### config.mk
export PLATFORM = sky130hd
export DESIGN_NAME = div_unit
export DESIGN_NICKNAME = d
export VERILOG_FILES = /design/src/rtl/div_unit_pkg.sv /design/src/rtl/div_unit.sv
export SDC_FILE = /design/constraint.sdc
export NUM_CORES = 1
export LEC_CHECK = 0
export BUFFER_PORTS_ARGS = -buffer_cell sky130_fd_sc_hd__buf_2
export CAP_MARGIN = 5
export CORE_MARGIN = 2
export CORE_UTILIZATION = 50
export CTS_CLUSTER_SIZE = 40
export DETAILED_ROUTE_END_ITERATION = 10
export MAX_ROUTING_LAYER = met4
export PLACE_DENSITY = 0.73
export SKIP_CTS_REPAIR_TIMING = 1
export SYNTH_ARGS = -nofsm -noshare
export SYNTH_HDL_FRONTEND = slang
export SYNTH_SLANG_ARGS = --single-unit
### constraint.sdc
create_clock -name clk_i -period 4.35 [get_ports clk_i]
set_input_delay 0.87 -clock clk_i [delete_from_list [all_inputs] [get_ports clk_i]]
set_output_delay 0.87 -clock clk_i [all_outputs]
set_load 0.01 [all_outputs]
### src/rtl/div_unit_pkg.sv
// Shared encodings for the EX-stage divider.
// Operation codes, FSM states and stall request constants.
package div_unit_pkg;

  typedef enum logic [1:0] {
    DIV_OP_DIV  = 2'b00,
    DIV_OP_DIVU = 2'b01,
    DIV_OP_REM  = 2'b10,
    DIV_OP_REMU = 2'b11
  } div_op_e;

  typedef enum logic [1:0] {
    S_IDLE = 2'b00,
    S_CALC = 2'b01,
    S_DONE = 2'b10
  } div_state_e;

  localparam logic STOP    = 1'b1;
  localparam logic NO_STOP = 1'b0;

endpackage

### src/rtl/div_unit.sv
// Multi-cycle radix-2 restoring divider for RV32M DIV/DIVU/REM/REMU.
// Ports: clk_i, rst_i (async high), start_i, op_i, dividend_i, divisor_i,
//   annul_i, stall_ex_i -> result_o, ready_o, stallreq_o.
// Option: DIV_EARLY_OUT_EN finishes |dividend| < |divisor| in one cycle.
module div_unit
  import div_unit_pkg::*;
#(
  parameter int XLEN = 32
) (
  input  logic            clk_i,
  input  logic            rst_i,
  input  logic            start_i,
  input  logic [1:0]      op_i,
  input  logic [XLEN-1:0] dividend_i,
  input  logic [XLEN-1:0] divisor_i,
  input  logic            annul_i,
  input  logic            stall_ex_i,
  output logic [XLEN-1:0] result_o,
  output logic            ready_o,
  output logic            stallreq_o
);

  localparam int CW = $clog2(XLEN);

  div_state_e      state_q, state_d;
  logic            sel_rem_q, sel_rem_d;
  logic            quo_neg_q, quo_neg_d;
  logic            rem_neg_q, rem_neg_d;
  logic [XLEN-1:0] quo_q, quo_d;
  logic [XLEN-1:0] rem_q, rem_d;
  logic [XLEN-1:0] dvs_q, dvs_d;
  logic [CW-1:0]   cnt_q, cnt_d;

  logic            sgn;
  logic            dvd_neg, dvs_neg;
  logic [XLEN-1:0] dvd_abs, dvs_abs;
  logic            div_zero, ovf;
  logic [XLEN:0]   shifted, diff;
  logic [XLEN-1:0] quo_fix, rem_fix;

  assign sgn      = (op_i == DIV_OP_DIV) | (op_i == DIV_OP_REM);
  assign dvd_neg  = sgn & dividend_i[XLEN-1];
  assign dvs_neg  = sgn & divisor_i[XLEN-1];
  assign dvd_abs  = dvd_neg ? -dividend_i : dividend_i;
  assign dvs_abs  = dvs_neg ? -divisor_i : divisor_i;
  assign div_zero = (divisor_i == '0);
  assign ovf      = sgn
                  & (dividend_i == {1'b1, {(XLEN-1){1'b0}}})
                  & (&divisor_i);

  // quo_q doubles as the dividend shift register; its MSB feeds rem.
  assign shifted  = {rem_q, quo_q[XLEN-1]};
  assign diff     = shifted - {1'b0, dvs_q};

  assign quo_fix  = quo_neg_q ? -quo_q : quo_q;
  assign rem_fix  = rem_neg_q ? -rem_q : rem_q;

  assign ready_o  = (state_q == S_DONE) & ~annul_i;
  assign result_o = ready_o ? (sel_rem_q ? rem_fix : quo_fix) : '0;

  assign stallreq_o = (start_i & ~annul_i & (state_q != S_DONE))
                    ? STOP : NO_STOP;

  always_comb begin
    state_d   = state_q;
    sel_rem_d = sel_rem_q;
    quo_neg_d = quo_neg_q;
    rem_neg_d = rem_neg_q;
    quo_d     = quo_q;
    rem_d     = rem_q;
    dvs_d     = dvs_q;
    cnt_d     = cnt_q;
    unique case (state_q)
      S_IDLE: begin
        if (start_i & ~annul_i) begin
          sel_rem_d = (op_i == DIV_OP_REM) | (op_i == DIV_OP_REMU);
          dvs_d     = dvs_abs;
          cnt_d     = '0;
          // Special results are final; no sign fix-up in DONE.
          quo_neg_d = 1'b0;
          rem_neg_d = 1'b0;
          if (div_zero) begin
            quo_d   = '1;
            rem_d   = dividend_i;
            state_d = S_DONE;
          end else if (ovf) begin
            quo_d   = {1'b1, {(XLEN-1){1'b0}}};
            rem_d   = '0;
            state_d = S_DONE;
          end
`ifdef DIV_EARLY_OUT_EN
          else if (dvd_abs < dvs_abs) begin
            quo_d   = '0;
            rem_d   = dividend_i;
            state_d = S_DONE;
          end
`endif
          else begin
            quo_neg_d = dvd_neg ^ dvs_neg;
            rem_neg_d = dvd_neg;
            quo_d     = dvd_abs;
            rem_d     = '0;
            state_d   = S_CALC;
          end
        end
      end
      S_CALC: begin
        if (annul_i | ~start_i) begin
          state_d = S_IDLE;
        end else begin
          if (!diff[XLEN]) begin
            rem_d = diff[XLEN-1:0];
            quo_d = {quo_q[XLEN-2:0], 1'b1};
          end else begin
            rem_d = shifted[XLEN-1:0];
            quo_d = {quo_q[XLEN-2:0], 1'b0};
          end
          cnt_d = cnt_q + CW'(1);
          if (cnt_q == CW'(XLEN-1)) state_d = S_DONE;
        end
      end
      S_DONE: begin
        if (annul_i | ~stall_ex_i) state_d = S_IDLE;
      end
      default: state_d = S_IDLE;
    endcase
  end

  always_ff @(posedge clk_i or posedge rst_i) begin
    if (rst_i) begin
      state_q   <= S_IDLE;
      sel_rem_q <= 1'b0;
      quo_neg_q <= 1'b0;
      rem_neg_q <= 1'b0;
      quo_q     <= '0;
      rem_q     <= '0;
      dvs_q     <= '0;
      cnt_q     <= '0;
    end else begin
      state_q   <= state_d;
      sel_rem_q <= sel_rem_d;
      quo_neg_q <= quo_neg_d;
      rem_neg_q <= rem_neg_d;
      quo_q     <= quo_d;
      rem_q     <= rem_d;
      dvs_q     <= dvs_d;
      cnt_q     <= cnt_d;
    end
  end

endmodule
==> reports/metrics.yaml <==
status:
  status: "complete, no violations"
floorplanning:
  die_w_um: 143
  ioPinCount: 105
  initial_core_util_pct: 51.3
  die_y_um: 143
  row_count: 50
  dieArea_mm2: 0.0204
  core_area_mm2: 0.0188
setup_path:
  reg2reg_depth: 10
  cpLargestDelayFamily: "simple AND/OR/NAND/NOR gates"
  endpoint_kind: "primary output"
  cp-start-kind: "flip-flop"
  crit_path_top_delay_cell: "or4_4"
  worstPathCellList: "or4_4, or3_1, or3_4, or4_4, o31ai_4, xor2_1, a211oi_2, buf_2"
  path_class: "flip-flop to primary output"
  path_max_fanout: 5
  path_buf_inv: 1
  cpMostUsedCell: "or4_4"
  critical_path_required_ps: 3480
  crit_cells: 8
  r2r_slack_ps: 520
  cp.arrival_ps: 3420
  slowest_delay_ps: 530
run:
  drv_cap: 0
global_routing:
  overflow: 0
  grt_max_degree: 77
  gr-usage-all-layers_pct: 28.5
  antenna_found_initial: 1
  grt_pass1_vias: 8492
  grt_pass1_wl_mm: 44.6
synthesis:
  synth_top_area_share_pct: 27.5
  synth_top_cell_by_area: "dfrtp_1"
  async_flop_share_pct: 100
  synth_seq_cells: 106
  syn_inst: 1252
  synth_fp_nets: 1363
  synth_cell_types: 61
  synth_commonest_cells: "nand2_1, nor2_1, o21ai_0"
  avgSynthCellArea_um2: 7.71
  synth_edf_count: 0
  yosysMostFrequentCell: "nand2_1"
  yosysWarningCount: 0
  yosysSeqAreaShare_pct: 27.5
  ys_top_cells_by_area: "dfrtp_1, xnor2_1, o21ai_0, xor2_1, nand2_1"
  synthFlopType: "dfrtp_1"
  netlist_area_mm2: 0.00966
clock_network:
  path_clk_slew_ps: 80
  clk_latency_ps: 370
  cts_root_buffer: "clkbuf_16"
  cts_tree: "done"
  cts_buffers: 9
  clkSinkCount: 106
  htreeDepth: 3
  clk_path_buf_depth: 2
sta:
  max_freq_mhz: 233
  finalCriticalPeriod_ps: 4290
  drv_slew: 0
  setup_slack_ps: 60.4
  holdWs_ps: 482
  finalHoldViolations: 0
  setup_viol: 0
  fin_worst_skew_ps: 12.0
  post-route-period-util_pct: 98.6
  tightestPinTransition_ps: 1120
  max_slew_margin_pct: 25.1
route:
  ant_nets: 0
  firstDrtPassIters: 5
  via_count: 9532
  detail_route.wirelength_mm: 28.4
  drt-wirelength-per-cell_um: 17.8
  via_per_inst: 5.97
  first_iter_violations: 799
  drc: 0
placed_design:
  placed_cell_area_mm2: 0.0105
  portBuffers: 104
  pre_cts_ws_ps: 300
  post-dp-hpwl_mm: 22.0
  gpl.final_weighted_congestion: 1.04
min_path:
  min_path_type: "flip-flop to flip-flop"
  holdPathStages: 2
layout:
  design_area_mm2: 0.0109
  drive_gt1_share_pct: 13.5
  utilization_pct: 57.7
  finish.net_count: 1441
  multi_input_area_mm2: 0.00666
  n_fill_cell: 1777
  synthToLayoutAreaGrowth_pct: 12.5
  regArea_mm2: 0.00266
power:
  vdd_drop_max_v: 0.000243
  power_density_mw_per_mm2: 450
  leakagePower_nw: 4.70
area by class of cell:
class | instances | share of cell area (%)
timing repair buffer | 128 | 6.45
multi-input combinational | 1032 | 61.3
clock inverter | 6 | 0.691
clock buffer | 10 | 2.20
antenna | 1 | 0.0230
tap | 260 | 3.00
sequential | 106 | 24.4
inverter | 53 | 1.86
through the flow:
step           setup TNS (ps)  power [mW]  instances
4_1_cts                  -113        4.82       1594
3_5_place_dp                0        3.93       1578
2_1_floorplan               0        3.31       1252
6_report                    0        4.89       1596
5_1_grt                 -71.7        5.23       1596
3_3_place_gp                0        3.89       1578
power by group:
part	total [mW]	internal [mW]	switching, mW
Sequential	1.48	1.17	0.309
Clock	0.886	0.470	0.415
Combinational	2.53	1.11	1.42
sequential cells by signal, indices dropped and copies added, names as in the netlist:
signal	count
cnt_q	5
dvs_q	32
quo_neg_q	1
quo_q	32
rem_neg_q	1
rem_q	32
sel_rem_q	1
state_q	2
metal layers:
layer | track usage, % | part of all wire [%] | vias up
li1 | - | - | 4683
met1 | 40.5 | 46 | 4437
met2 | 42.9 | 44 | 371
met3 | 3.39 | 7.5 | 41
met4 | 8.23 | 2.4 | 0
met5 | - | 0 | -
layout by cell type (no fill, tap or decap), types with 13 or more instances in the layout:
cell type / Yosys / routed
mux2i_1: 19 / 19
or3_1: 22 / 19
a211oi_1: 33 / 32
nand2_1: 134 / 133
o21ai_0: 118 / 118
a21o_1: 21 / 21
xor2_1: 64 / 64
nand3_1: 15 / 15
nor2_1: 130 / 128
buf_4: 0 / 24
a22oi_1: 20 / 20
nand2b_1: 14 / 13
dfrtp_1: 106 / 104
nor3_1: 18 / 18
buf_2: 4 / 104
a21oi_1: 91 / 91
nand4_1: 13 / 13
o22ai_1: 18 / 18
o31ai_1: 46 / 43
inv_1: 52 / 51
ha_1: 39 / 39
xnor2_1: 81 / 81
worst paths after layout:
check / start / end
setup / recovery: rem_q[8] / result_o[31]
hold / removal: dvs_q[16] / dvs_q[16]
setup reg to reg: rem_q[18] / rem_q[9]
hold reg to reg: dvs_q[16] / dvs_q[16]
max in group asynchronous: rst_i / quo_q[21]
min in group asynchronous: rst_i / quo_q[4]
cell families (layout without fill, tap and decap cells):
group                      Yosys count  count (layout)  share of synthesized area (%)
muxes                               27              27                           2.90
xor gates and xnor gates           145             145                           13.2
other                                0               1                              0
AOI/OAI and AO/OA                  406             406                           26.5
adders and majority gates           40              40                           5.26
and+or+nand+nor                    414             414                           20.2
DFF                                106             106                           27.5
buffers and inverters              114             197                           4.48
tightest hold or removal path, stage by stage, from the launching register on:
cell,delay [ps]
dfrtp_1,340
nand2_1,50
o21ai_0,60
(Power assumes the default switching activity.)
